===== config.mk =====
export PLATFORM = sky130hd
export DESIGN_NAME = clk_divider
export DESIGN_NICKNAME = d
export VERILOG_FILES = /design/src/rtl/clk_divider_pkg.sv /design/src/rtl/clk_divider_counter.sv /design/src/rtl/clk_divider.sv
export SDC_FILE = /design/constraint.sdc
export NUM_CORES = 1
export LEC_CHECK = 0
export ABC_AREA = 1
export CORE_ASPECT_RATIO = 0.6
export CORE_MARGIN = 2
export CORE_UTILIZATION = 50
export CTS_BUF_LIST = sky130_fd_sc_hd__clkbuf_16
export CTS_CLUSTER_SIZE = 8
export DETAILED_ROUTE_END_ITERATION = 10
export PLACE_DENSITY = 0.72
export SETUP_SLACK_MARGIN = 0.15
export SYNTH_ARGS = -nofsm -noshare
export SYNTH_HDL_FRONTEND = slang
export SYNTH_SLANG_ARGS = --single-unit

===== constraint.sdc =====
create_clock -name clk_in -period 3.4 [get_ports clk_in]
set_clock_uncertainty 0.15 [all_clocks]
set_input_delay 0.51 -clock clk_in [delete_from_list [all_inputs] [get_ports clk_in]]
set_output_delay 0.51 -clock clk_in [all_outputs]
set_load 0.05 [all_outputs]

===== src/rtl/clk_divider_pkg.sv =====
// Shared constants and types for the programmable clock divider.
// The optional tick output is enabled by defining CLK_DIVIDER_TICK_EN.
package clk_divider_pkg;

    // Default width of the ratio input and the period counter.
    localparam int CLK_DIV_WIDTH = 32;

    // Smallest ratio the divider produces; requests below this are clamped up.
    localparam int CLK_DIV_MIN = 2;

    // Ratio type at the default width.
    typedef logic [CLK_DIV_WIDTH-1:0] div_t;

endpackage


===== src/rtl/clk_divider_counter.sv =====
// Period counter for clk_divider: counts 0 .. n_q-1 and wraps, latching the
// requested ratio only at the wrap so a ratio change never cuts a period short.
module clk_divider_counter
    import clk_divider_pkg::*;
#(
    parameter int WIDTH = CLK_DIV_WIDTH
) (
    input  logic             clk_in,
    input  logic             rst_,
    input  logic [WIDTH-1:0] div_factor,
    output logic [WIDTH-1:0] cnt,
    output logic [WIDTH-1:0] n_q,
    output logic             wrap
);

    // Clamp the requested ratio so 0 and 1 behave as divide-by-2.
    function automatic logic [WIDTH-1:0] clamp_ratio(input logic [WIDTH-1:0] n);
        if (n < WIDTH'(CLK_DIV_MIN)) begin
            return WIDTH'(CLK_DIV_MIN);
        end
        return n;
    endfunction

    // Greater-or-equal rather than equality so an out-of-range count still wraps.
    assign wrap = (cnt >= (n_q - WIDTH'(1)));

    // Advance the counter; on wrap restart at 0 and pick up the new ratio.
    always_ff @(posedge clk_in) begin
        if (rst_) begin
            cnt <= '0;
            n_q <= clamp_ratio(div_factor);
        end else if (wrap) begin
            cnt <= '0;
            n_q <= clamp_ratio(div_factor);
        end else begin
            cnt <= cnt + WIDTH'(1);
        end
    end

endmodule


===== src/rtl/clk_divider.sv =====
// Programmable integer clock divider producing a registered square wave.
// High for floor(N/2) source cycles, low for the rest, N = max(div_factor, 2).
// Define CLK_DIVIDER_TICK_EN to add a one-cycle tick at every period start.
module clk_divider
    import clk_divider_pkg::*;
#(
    parameter int WIDTH = CLK_DIV_WIDTH
) (
    input  logic             clk_in,
    input  logic             rst_,
    input  logic [WIDTH-1:0] div_factor,
    output logic             clk_out
`ifdef CLK_DIVIDER_TICK_EN
    ,
    output logic             tick
`endif
);

    logic [WIDTH-1:0] cnt;
    logic [WIDTH-1:0] n_q;
    logic             wrap;
    logic [WIDTH-1:0] half_q;

    clk_divider_counter #(
        .WIDTH(WIDTH)
    ) u_counter (
        .clk_in    (clk_in),
        .rst_      (rst_),
        .div_factor(div_factor),
        .cnt       (cnt),
        .n_q       (n_q),
        .wrap      (wrap)
    );

    // Length of the high phase for the period currently running.
    assign half_q = n_q >> 1;

    // Drive high for the first half_q counts; the wrap count is always low.
    always_ff @(posedge clk_in) begin
        if (rst_) begin
            clk_out <= 1'b0;
        end else begin
            clk_out <= !wrap && (cnt < half_q);
        end
    end

`ifdef CLK_DIVIDER_TICK_EN
    // Pulse once per period, aligned with the rising edge of clk_out.
    always_ff @(posedge clk_in) begin
        if (rst_) begin
            tick <= 1'b0;
        end else begin
            tick <= (cnt == '0);
        end
    end
`endif

endmodule


== Word-level counts from Yosys, hierarchy flattened ==
Cells that the tools add are included.

* Bits in registers: 65
* Bits of input ports: 34
* Word-level logic and storage cells: 21

* Add/sub/neg operators: 2
* Magnitude comparators: 3
* Multiplexer cells: 9
* Reductions and logical operators: 4

{| class="wikitable"
|+ Operators with widths
! kind !! number
|-
| $mux W32 || 5
|-
| $add A32 B1 Y32 const B || 1
|-
| $ge A32 B32 Y1 || 1
|-
| $lt A32 B2 Y1 const B || 1
|-
| $lt A32 B31 Y1 || 1
|-
| $sub A32 B1 Y32 const B || 1
|-
| $mux W1 || 4
|-
| $reduce_bool A2 Y1 || 1
|-
| $reduce_or A2 Y1 || 1
|-
| $logic_and A1 B1 Y1 || 1
|-
| $logic_not A1 Y1 || 1
|}

== Logic depth before layout (Yosys ltp) ==
* Depth in word-level cells: 7
* Gate-level depth with buffers: 20

== Modules after synthesis ==
Synthesis repeated with hierarchy kept, for this count alone.

* Cells, all modules: 704
* Area total of the unflattened synthesis: 5182.5 um^2

{| class="wikitable"
|+ By module, submodules not included
! module !! instances !! cells an instance !! area an instance (um^2)
|-
| clk_divider_counter || 1 || 572 || 4354.2
|-
| clk_divider || 1 || 132 || 828.3
|}

== Worst setup path after synthesis ==
Ideal clock, no wire load.

* Path type: register to register
* Start point: register u_counter.n_q[0]
* End point: register u_counter.n_q[0], enable pin
* Setup time: 0.377 ns
* Data arrival time: 2.725 ns
* Required time: 2.873 ns
* Slack: 0.147 ns
* Cell stages (with the launch flop): 20
* Buffers on the path: 1
* Clock period less this slack: 3.253 ns
* Cell sequence: edfxtp_1 inv_1 ha_1 nand2_1 nor2_4 nand2_1 inv_1 nand2_1 xor2_1 inv_1 ha_1 nand2_1 nor2_1 nand2_1 nor2_1 nor2_1 nand2_1 nand2_1 nand2_2 buf_2

* Longest elaborated chain between the ends: 3

{| class="wikitable"
|+ Ends and longest elaborated chain
! element !! line !! source
|-
| start, declared || clk_divider_counter.sv:12 || <nowiki>output logic [WIDTH-1:0] n_q,</nowiki>
|-
| start signal, assigned || clk_divider_counter.sv:31 || <nowiki>n_q <= clamp_ratio(div_factor);</nowiki>
|-
| start signal, assigned || clk_divider_counter.sv:34 || <nowiki>n_q <= clamp_ratio(div_factor);</nowiki>
|-
| $sub A32 B1 Y32 || clk_divider_counter.sv:25 || <nowiki>assign wrap = (cnt >= (n_q - WIDTH'(1)));</nowiki>
|-
| $ge A32 B32 Y1 || clk_divider_counter.sv:25 ||
|-
| $reduce_bool A2 Y1 (no line) || n/a ||
|}

Every way passes these cells.
A chain may end at the register's enable or synchronous reset.

== Final worst setup path ==
* Start point: register u_counter.n_q[0]
* End point: register u_counter.n_q[29], enable pin

The elaborated chain is that of the path after synthesis.

==> impl_metrics.tcl <==
set metrics [dict create \
    hold_viol_final 0 \
    crit_path_start_kind "flip-flop" \
    synth.distinct_cells 32 \
    fmax_ghz 0.322 \
    cts.htree.levels 3 \
    crit_path_top_delay_cell "edfxtp_1" \
    drc 0 \
    layout.nets 817 \
    cts_tree "yes" \
    synth-simple-area-share_pct 30.6 \
    ant_nets 0 \
    syn_inst 694 \
    critical_path.cell_chain "inv_2 > ha_4 > nand2_1 > nor2_4 > nand2_2 > inv_1 > nand2_1 > xor2_1 > inv_1 > ha_1 > nand2_1 > nor2_2 > nand2_1 > nor2_1 > nor2_1 > nand2_1 > nand2_2 > nand2_8 > clkbuf_16" \
    hp-class "reg -> reg" \
    clk_latency_ps 340 \
    die_area_um2 11200 \
    ir_drop_mv 0.230 \
    drt-total-wl_mm 13.0 \
    cp_max_fo 8 \
    hpwl_mm 10.3 \
    yosysTopAreaCellShare_pct 18.6 \
    worst-setup-path-type "reg -> reg" \
    synth_top_area_cell "edfxtp_1" \
    finalCritPeriodShare_pct 91.3 \
    fill_cells 878 \
    antenna_found_initial 0 \
    crit_buf_inv 4 \
    synth_fa_ha_area_share_pct 15.5 \
    final_cell_mix "nand2_1, inv_1, nor2_1" \
    num_io_pins 35 \
    initial_core_util_pct 51.9 \
    p_per_area_nw_per_um2 327 \
    cts_root_buffer "clkbuf_16" \
    muxShareOfSynthArea_pct 0 \
    synthTopCellsByArea "edfxtp_1, ha_1, dfxtp_1" \
    design.core.area_um2 9950 \
    multi_input_area_um2 3110 \
    setup.worst_path.end_class "flip-flop" \
    die_w_um 135 \
    status "finished clean" \
    crit_top_cell "nand2_1" \
    grt_pass1_wl_mm 20.3 \
    cpLargestDelayFamily "simple AND/OR/NAND/NOR gates" \
    grt_overflow 0 \
    timing.hold.ws_ps 325 \
    synth-xor-area-share_pct 9.15 \
    io_buffers 34 \
    clk_pin_slew_ps 50 \
    final_common_cell "nand2_1" \
    max-slew-margin-rel_pct 66.9 \
    synth_compound_area_share_pct 3.61 \
    synth_top_family_by_area "simple AND/OR/NAND/NOR gates" \
    min_period_ps 3100 \
    drive_gt1_share_pct 10.5 \
    row_count 28 \
    ys_ff_latch 65 \
    drv_slew 0 \
    timing.final.setup_violations 0 \
    cts-buffers-inserted 9 \
    synth-seq-area-share_pct 31.4 \
    drv_cap 0 \
    synth_nets 792 \
    grt_usage_pct 23.8 \
    cts_hold_buf 0 \
    yosys_warnings 0 \
    viasPerCell 5.23 \
    critical_path_arrival_ps 3000 \
    dr.pass1.iters 5 \
    vias 4489 \
    clockBufferDepth 2 \
    worst_pin_slew_ps 495 \
    fin_tns_setup_ps 0 \
    grt_pass1_vias 4223 \
    die_y_um 82.7 \
    place_congestion 0.959 \
    cp_data_required_time_ps 3300 \
    syn_area_um2 5170 \
    area_growth_pct 17.2 \
    diodes 0 \
    p_leak_nw 2.66 \
    rsz0062_at_grt "false" \
    cts_sinks 65 \
    cpPeakStageDelay_ps 460 \
    wire_per_inst_um 15.1 \
    first_iter_violations 441 \
    syn-mean-instance-area_um2 7.45 \
    grt_max_degree 33 \
    seqCellArea_um2 1620 \
]
## routing by layer
layer	up-vias	share of wire, %	global-route usage [%]
li1	2252	-	-
met1	2063	51	34.0
met2	140	40	36.0
met3	34	6.5	4.82
met4	0	2.1	8.23
met5	-	0	0
## state kept, by name (all words and copies together), names as in the netlist
signal and flops:
clk_out 1, u_counter.cnt 32, u_counter.n_q 32
## cells in the mapped netlist
cell type  instances
a21o_1             2
a21oi_1           24
a21oi_2            1
buf_2              3
clkbuf_1          30
clkinv_2           1
dfxtp_1           33
edfxtp_1          32
ha_1              64
inv_1             96
inv_2              3
nand2_1          144
nand2_2            6
nand3_1           28
nand3_2            3
nand3_4            1
nand3b_1           2
nand4_1           13
nor2_1           101
nor2_2             9
nor2_4             5
nor3_1            12
nor3_2             7
nor3_4             1
nor3b_2            1
nor4_1             9
o21a_1             3
o21ai_0            4
or2_0              1
or2_2              1
xnor2_1           12
xor2_1            42
## power by group
| part | leakage [nW] | total, mW | switching [mW] | internal [mW] |
|---|---|---|---|---|
| logic | 1.93 | 0.218 | 0.118 | 0.100 |
| registers | 0.580 | 0.876 | 0.0248 | 0.851 |
| clock network | 0.150 | 0.887 | 0.333 | 0.554 |
| total | 2.66 | 1.98 | 0.476 | 1.51 |
## kinds of logic after synthesis
kind of cell | Yosys count
adders and majority gates | 64
DFF | 65
and+or+nand+nor | 344
xor gates and xnor gates | 54
buffers and inverters | 133
AOI/OAI and AO/OA | 34
## worst register-to-register path: cells and delay by family (launching register included)
family | cells | cell delay (ps)
XOR/XNOR | 1 | 140
AND/OR/NAND/NOR | 12 | 1210
adder cells (fa/ha/maj) | 2 | 440
buffers and inverters | 4 | 430
flip-flops | 1 | 460
## per-stage QoR
stage | worst slack [ps] | utilization, % | instances | cell area, µm² | total power [mW]
floorplan | 354 | - | 694 | 5170 | 1.01
global placement | 367 | 56.1 | 833 | 5580 | 1.08
detailed placement | 196 | 56.1 | 833 | 5580 | 1.09
CTS | 191 | 58.9 | 849 | 5860 | 1.97
global route | 53.8 | 60.9 | 859 | 6050 | 2.05
finish | 296 | 60.9 | 859 | 6050 | 1.98
## what timing repair did
| item | in CTS | in global routing |
|---|---|---|
| buffers inserted | 0 | 7 |
| hold endpoints to repair | 0 | 0 |
| resized for setup | 0 | 19 |
| setup endpoints to repair | 0 | 64 |
## final timing paths
kind                         start                 to  slack [ps]  cells past startpoint
setup / recovery  u_counter.n_q[0]  u_counter.n_q[29]         300                     19
hold / removal    u_counter.cnt[0]   u_counter.cnt[0]         320                      1
setup reg to reg  u_counter.n_q[0]  u_counter.n_q[29]         300                     19
hold reg to reg   u_counter.cnt[0]   u_counter.cnt[0]         320                      1
## final cells by class
| type | instances | area share [%] |
|---|---|---|
| Clock buffer | 9 | 3.72 |
| Clock inverter | 7 | 0.909 |
| Inverter | 100 | 6.22 |
| Multi-Input combinational cell | 496 | 51.4 |
| Sequential cell | 65 | 26.8 |
| Tap cell | 135 | 2.79 |
| Timing Repair Buffer | 47 | 8.20 |
(Power assumes the default switching activity.)
==> RTL change 1: new RTL, same settings <==
Set the package constant `CLK_DIV_WIDTH` to 48 (it was 32).
--- a/src/rtl/clk_divider_pkg.sv
+++ b/src/rtl/clk_divider_pkg.sv
@@ -3,7 +3,7 @@
 package clk_divider_pkg;
 
     // Default width of the ratio input and the period counter.
-    localparam int CLK_DIV_WIDTH = 32;
+    localparam int CLK_DIV_WIDTH = 48;
 
     // Smallest ratio the divider produces; requests below this are clamped up.
     localparam int CLK_DIV_MIN = 2;
Interface: changed (resized div_factor); port bits go from 35 to 51. No check against the original RTL was run, so the function may have changed too.
==> RTL change 1 against the unedited design <==
  * Non-clock buffer count is 68 higher
  * Worst setup slack worse by 0.43 ns
  * Utilization grew 2.2 points
  * The flow now finishes with violations (setup timing)
  * Largest cell class unchanged
  * Area after synthesis rose by 56%
  * Sequential cell count grew 32
  * Cell area up 62%
  * Power is 36% higher
  * Clock power increased by 15%
  * Routed wire length increased by 86%
==> RTL change 1: results (changes against the unedited design) <==
The run finished, with violations left. The final reports fail on setup timing. For the total met2 wirelength after detailed routing, the log shows 9130 µm (was 5230 µm).

The total iterations of the first detailed-routing run is 7 (was 5), and the number of cells on the worst hold path is 4 (was 1). The clock slew seen by the registers of the worst setup and hold paths came out at 0.07 ns (was 0.05 ns). Synth cell count leaders: sky130_fd_sc_hd__nand2_1, sky130_fd_sc_hd__nor2_1, sky130_fd_sc_hd__inv_1, sky130_fd_sc_hd__ha_1, sky130_fd_sc_hd__xor2_1 (unchanged). The launch instance of the worst min-delay path is u_counter.cnt[47] (was u_counter.cnt[0]).

The number of inserted filler cells in the final layout is 1338 (was 878), and the placement-stage cell area is 8800 µm² (was 5580 µm²). The later-pin clock latency in the skew report is 0.36 ns (was 0.34 ns), and the arrival time of the worst setup path is 3.46 ns (was 3.00 ns). The reg-to-reg startpoint was u_counter.n_q[20] (was u_counter.n_q[0]). The count of distinct cell types in the synthesized netlist was 30 (was 32).

The final worst setup slack was -0.139 ns (was 0.296 ns); the met1 track demand over resource was 43.2% (was 34.0%). Top post-synthesis cells by area: sky130_fd_sc_hd__edfxtp_1, sky130_fd_sc_hd__ha_1, sky130_fd_sc_hd__dfxtp_1 (unchanged). The largest net degree at the start of global routing came out at 41 (was 33).

The maximum vdd ir drop is 230 µV (about the same). The endpoint of the worst hold-timing path is u_counter.cnt[47] (was u_counter.cnt[0]). The run gives 1411 (was 859) as the final non-filler cell total. The largest fanout of any net on the critical path came out at 10 (was 8). The critical register-to-register path endpoint is u_counter.n_q[35] (was u_counter.n_q[29]). The tools report the post-synthesis sequential area ratio as 30.1% (was 31.4%).

The run gives 14 (was 0) as the number of post-CTS setup repair buffers. Biggest regs: u_counter.cnt: 48 flops, u_counter.n_q: 48 flops, clk_out: 1 flops (was u_counter.cnt: 32 flops, u_counter.n_q: 32 flops, clk_out: 1 flops). The post-detailed-route via-to-cell ratio is 5.39 (was 5.23), and the fraction of layout cells with a size suffix above 1 is 13.8% (was 10.5%). The run gives 12000 µm (was 6610 µm) as the met1 wire length.

The logs give 68 (was 0) for the final-report setup violation count and 4.20 nW (was 2.66 nW) for the leakage power summed over all cells. Final weighted congestion in routability-driven placement: 0.965 (was 0.959). The number of global-route vias before repair was 6979 (was 4223); the met3 track demand over resource in global routing was 6.93% (was 4.82%). For the post-placement worst setup slack, the log shows 0.0327 ns (was 0.196 ns). The run gives 22 (was 0) as the number of gates resized after cts. The remaining max-slew budget at the tightest pin was 53.2% (was 66.9%); the global-route track usage on met2 was 38.2% (was 36.0%). The wire length reported by the detailed router is 24100 µm (was 13000 µm), and the all-layer global routing usage is 27.7% (was 23.8%).
==> RTL change 1: cell count changes after synthesis, moves of 23 or more <==
cell / unedited run / this run
sky130_fd_sc_hd__nand2_1: 144 / 239
sky130_fd_sc_hd__nor2_1: 101 / 191
sky130_fd_sc_hd__inv_1: 96 / 160
sky130_fd_sc_hd__ha_1: 64 / 96
sky130_fd_sc_hd__nand4_1: 13 / 39
sky130_fd_sc_hd__a21oi_1: 24 / 47
==> RTL change 1: cells by family after synthesis <==
family,synth area share (%)
buffers and inverters,10.1
xor gates and xnor gates,8.16
DFF,30.1
AOI/OAI and AO/OA,4.54
adders and majority gates,14.9
and+or+nand+nor,32.3
==> RTL change 1: report_power, final <==
group	internal, mW	switching [mW]
clock	0.536	0.484
combinational	0.179	0.198
sequential	1.27	0.0386
total	1.98	0.720
==> RTL change 1: area by class of cell <==
cell class,instances,area share (%)
well taps,203,2.59
inverters,163,6.25
clock buffers,10,2.55
flip-flops and latches,97,24.7
multi-input cells,817,51.6
repair buffers,115,12.0
clock inverters,6,0.345
==> RTL change 2: new RTL, same settings <==
Without the edit above. Register the input `div_factor` before use, without a reset. The logic sees it one clock later. Comments in the files are not updated.
--- a/src/rtl/clk_divider.sv
+++ b/src/rtl/clk_divider.sv
@@ -16,6 +16,12 @@
 `endif
 );
 
+    logic [WIDTH-1:0] div_factor_q;
+
+    always_ff @(posedge clk_in) begin
+        div_factor_q <= div_factor;
+    end
+
     logic [WIDTH-1:0] cnt;
     logic [WIDTH-1:0] n_q;
     logic             wrap;
@@ -26,7 +32,7 @@
     ) u_counter (
         .clk_in    (clk_in),
         .rst_      (rst_),
-        .div_factor(div_factor),
+        .div_factor(div_factor_q),
         .cnt       (cnt),
         .n_q       (n_q),
         .wrap      (wrap)
Behaviour: not the same (Yosys sat finds a counterexample within 4 cycles, from zero or initial values and one cycle with rst_ high).
==> RTL change 2 against the unedited design <==
  * First-iteration DRC count decreased by 15%
  * Final cell count increased by 6.9%
  * Largest power group is now sequential cells
  * Area after synthesis increased by 12%
  * Routed wire length increased by 1.8%
  * Non-clock buffer count increased by 7
  * Count of clock-buffer cells in the layout unchanged
  * Power increased by 30%
  * Worst setup slack got worse by 0.053 ns
  * Cell area increased by 13%
  * Critical endpoint is now u_counter.n_q[21]
  * Sequential cell count increased by 32
==> RTL change 2: results (changes against the unedited design) <==
The wire length reported by the detailed router is 13200 µm (was 13000 µm), and the area overhead of the layout relative to synthesis is 18.0% (was 17.2%). The critical register-to-register path endpoint is u_counter.n_q[21] (was u_counter.n_q[29]). For the number of global-route vias before repair, the log shows 4248 (was 4223). For the largest net degree at the start of global routing, the log shows 33 (unchanged). The number of cells produced by synthesis was 721 (was 694); the measured slew at the worst slew-check pin was 0.486 ns (was 0.495 ns). The fraction of layout cells with a size suffix above 1 was 12.7% (was 10.5%). The maximum vdd ir drop was 248 µV (was 230 µV); the number of cells on the worst hold path was 0 (was 1). The tools report the leakage power summed over all cells as 3.05 nW (was 2.66 nW). The wire length of the first global-routing pass was 20500 µm (was 20300 µm); the layout net count was 851 (was 817). For the estimated wirelength of the detail-placed design, the log shows 10200 µm (was 10300 µm). The endpoint of the worst hold-timing path is u_counter.n_q[10] (was u_counter.cnt[0]). The share of the synthesized netlist area taken by xor and xnor gates is 8.74% (was 9.15%). The arrival time of the worst setup path came out at 3.07 ns (was 3.00 ns).

Biggest regs: div_factor_q: 32 flops, u_counter.cnt: 32 flops, u_counter.n_q: 32 flops (was u_counter.cnt: 32 flops, u_counter.n_q: 32 flops, clk_out: 1 flops). For the smallest hold slack, the log shows 0.280 ns (was 0.325 ns). The all-layer global routing usage came out at 21.2% (was 23.8%). The run gives 4619 (was 4489) as the routed via count.

Top post-synthesis cells by area: sky130_fd_sc_hd__dfxtp_1, sky130_fd_sc_hd__edfxtp_1, sky130_fd_sc_hd__ha_1 (was sky130_fd_sc_hd__edfxtp_1, sky130_fd_sc_hd__ha_1, sky130_fd_sc_hd__dfxtp_1). The launch instance of the worst min-delay path is div_factor_q[10] (was u_counter.cnt[0]). Post-placement worst setup slack: 0.213 ns (was 0.196 ns). The final non-filler cell total came out at 918 (was 859).

The compound-gate portion of the synthesized area works out to 3.24% (was 3.61%). The number of inserted filler cells in the final layout came out at 961 (was 878). The post-synthesis sequential area ratio was 39.0% (was 31.4%). The post-synthesis net count came out at 819 (was 792).

The violation count after the first detailed-route iteration is 376 (was 441), and the placement-stage cell area is 6240 µm² (was 5580 µm²). The reg-to-reg startpoint is u_counter.n_q[1] (was u_counter.n_q[0]). The final weighted congestion in routability-driven placement was 0.902 (was 0.959). The flow ran to the end, and the final reports show no timing, DRC or antenna violations.
[RTL change 2: cell types whose count changed after synthesis, moves of 3 or more]
cell                      delta
sky130_fd_sc_hd__dfxtp_1    +32
sky130_fd_sc_hd__inv_2       +3
sky130_fd_sc_hd__nand2_1     -4
sky130_fd_sc_hd__nand2_2     -4
sky130_fd_sc_hd__nand3_1     -6
sky130_fd_sc_hd__nor2_1      +3
sky130_fd_sc_hd__nor3_1      +4
sky130_fd_sc_hd__nor3_2      -6
sky130_fd_sc_hd__xnor2_1     +3
[RTL change 2: report_power, final]
group          leakage, nW  total (mW)  switching [mW]  internal (mW)
combinational         2.06       0.290           0.160          0.131
sequential           0.850        1.30          0.0443           1.26
clock                0.146       0.992           0.480          0.513
[RTL change 2: layer usage]
metal | part of all wire (%) | GRT usage (%)
met3 | 7.6 | 4.67
met1 | 51 | 32.2
met4 | 0.72 | 4.68
met5 | 0 | 0
met2 | 40 | 30.4
[RTL change 2: cell families after synthesis]
family,count (synthesis)
simple gates,334
buf+inv,134
flops,97
fa+ha+maj,64
xor+xnor,57
compound gates,35
[RTL change 2: worst max path at each step]
stage	startpoint	endpoint	slack, ns
floorplan	u_counter.n_q[0]	u_counter.n_q[0]	0.30
global placement	u_counter.n_q[0]	u_counter.cnt[19]	0.30
detailed placement	u_counter.n_q[0]	u_counter.cnt[30]	0.21
CTS	u_counter.n_q[1]	u_counter.cnt[28]	0.19
global route	u_counter.n_q[1]	u_counter.n_q[21]	0.06
finish	u_counter.n_q[1]	u_counter.n_q[21]	0.24
[RTL change 2: area by class of cell]
type / count / area share, %
tap: 160 / 2.93
multi-input combinational: 490 / 46.1
clock inverter: 7 / 0.897
clock buffer: 9 / 3.29
timing repair buffer: 54 / 8.11
inverter: 101 / 5.54
sequential: 97 / 33.1
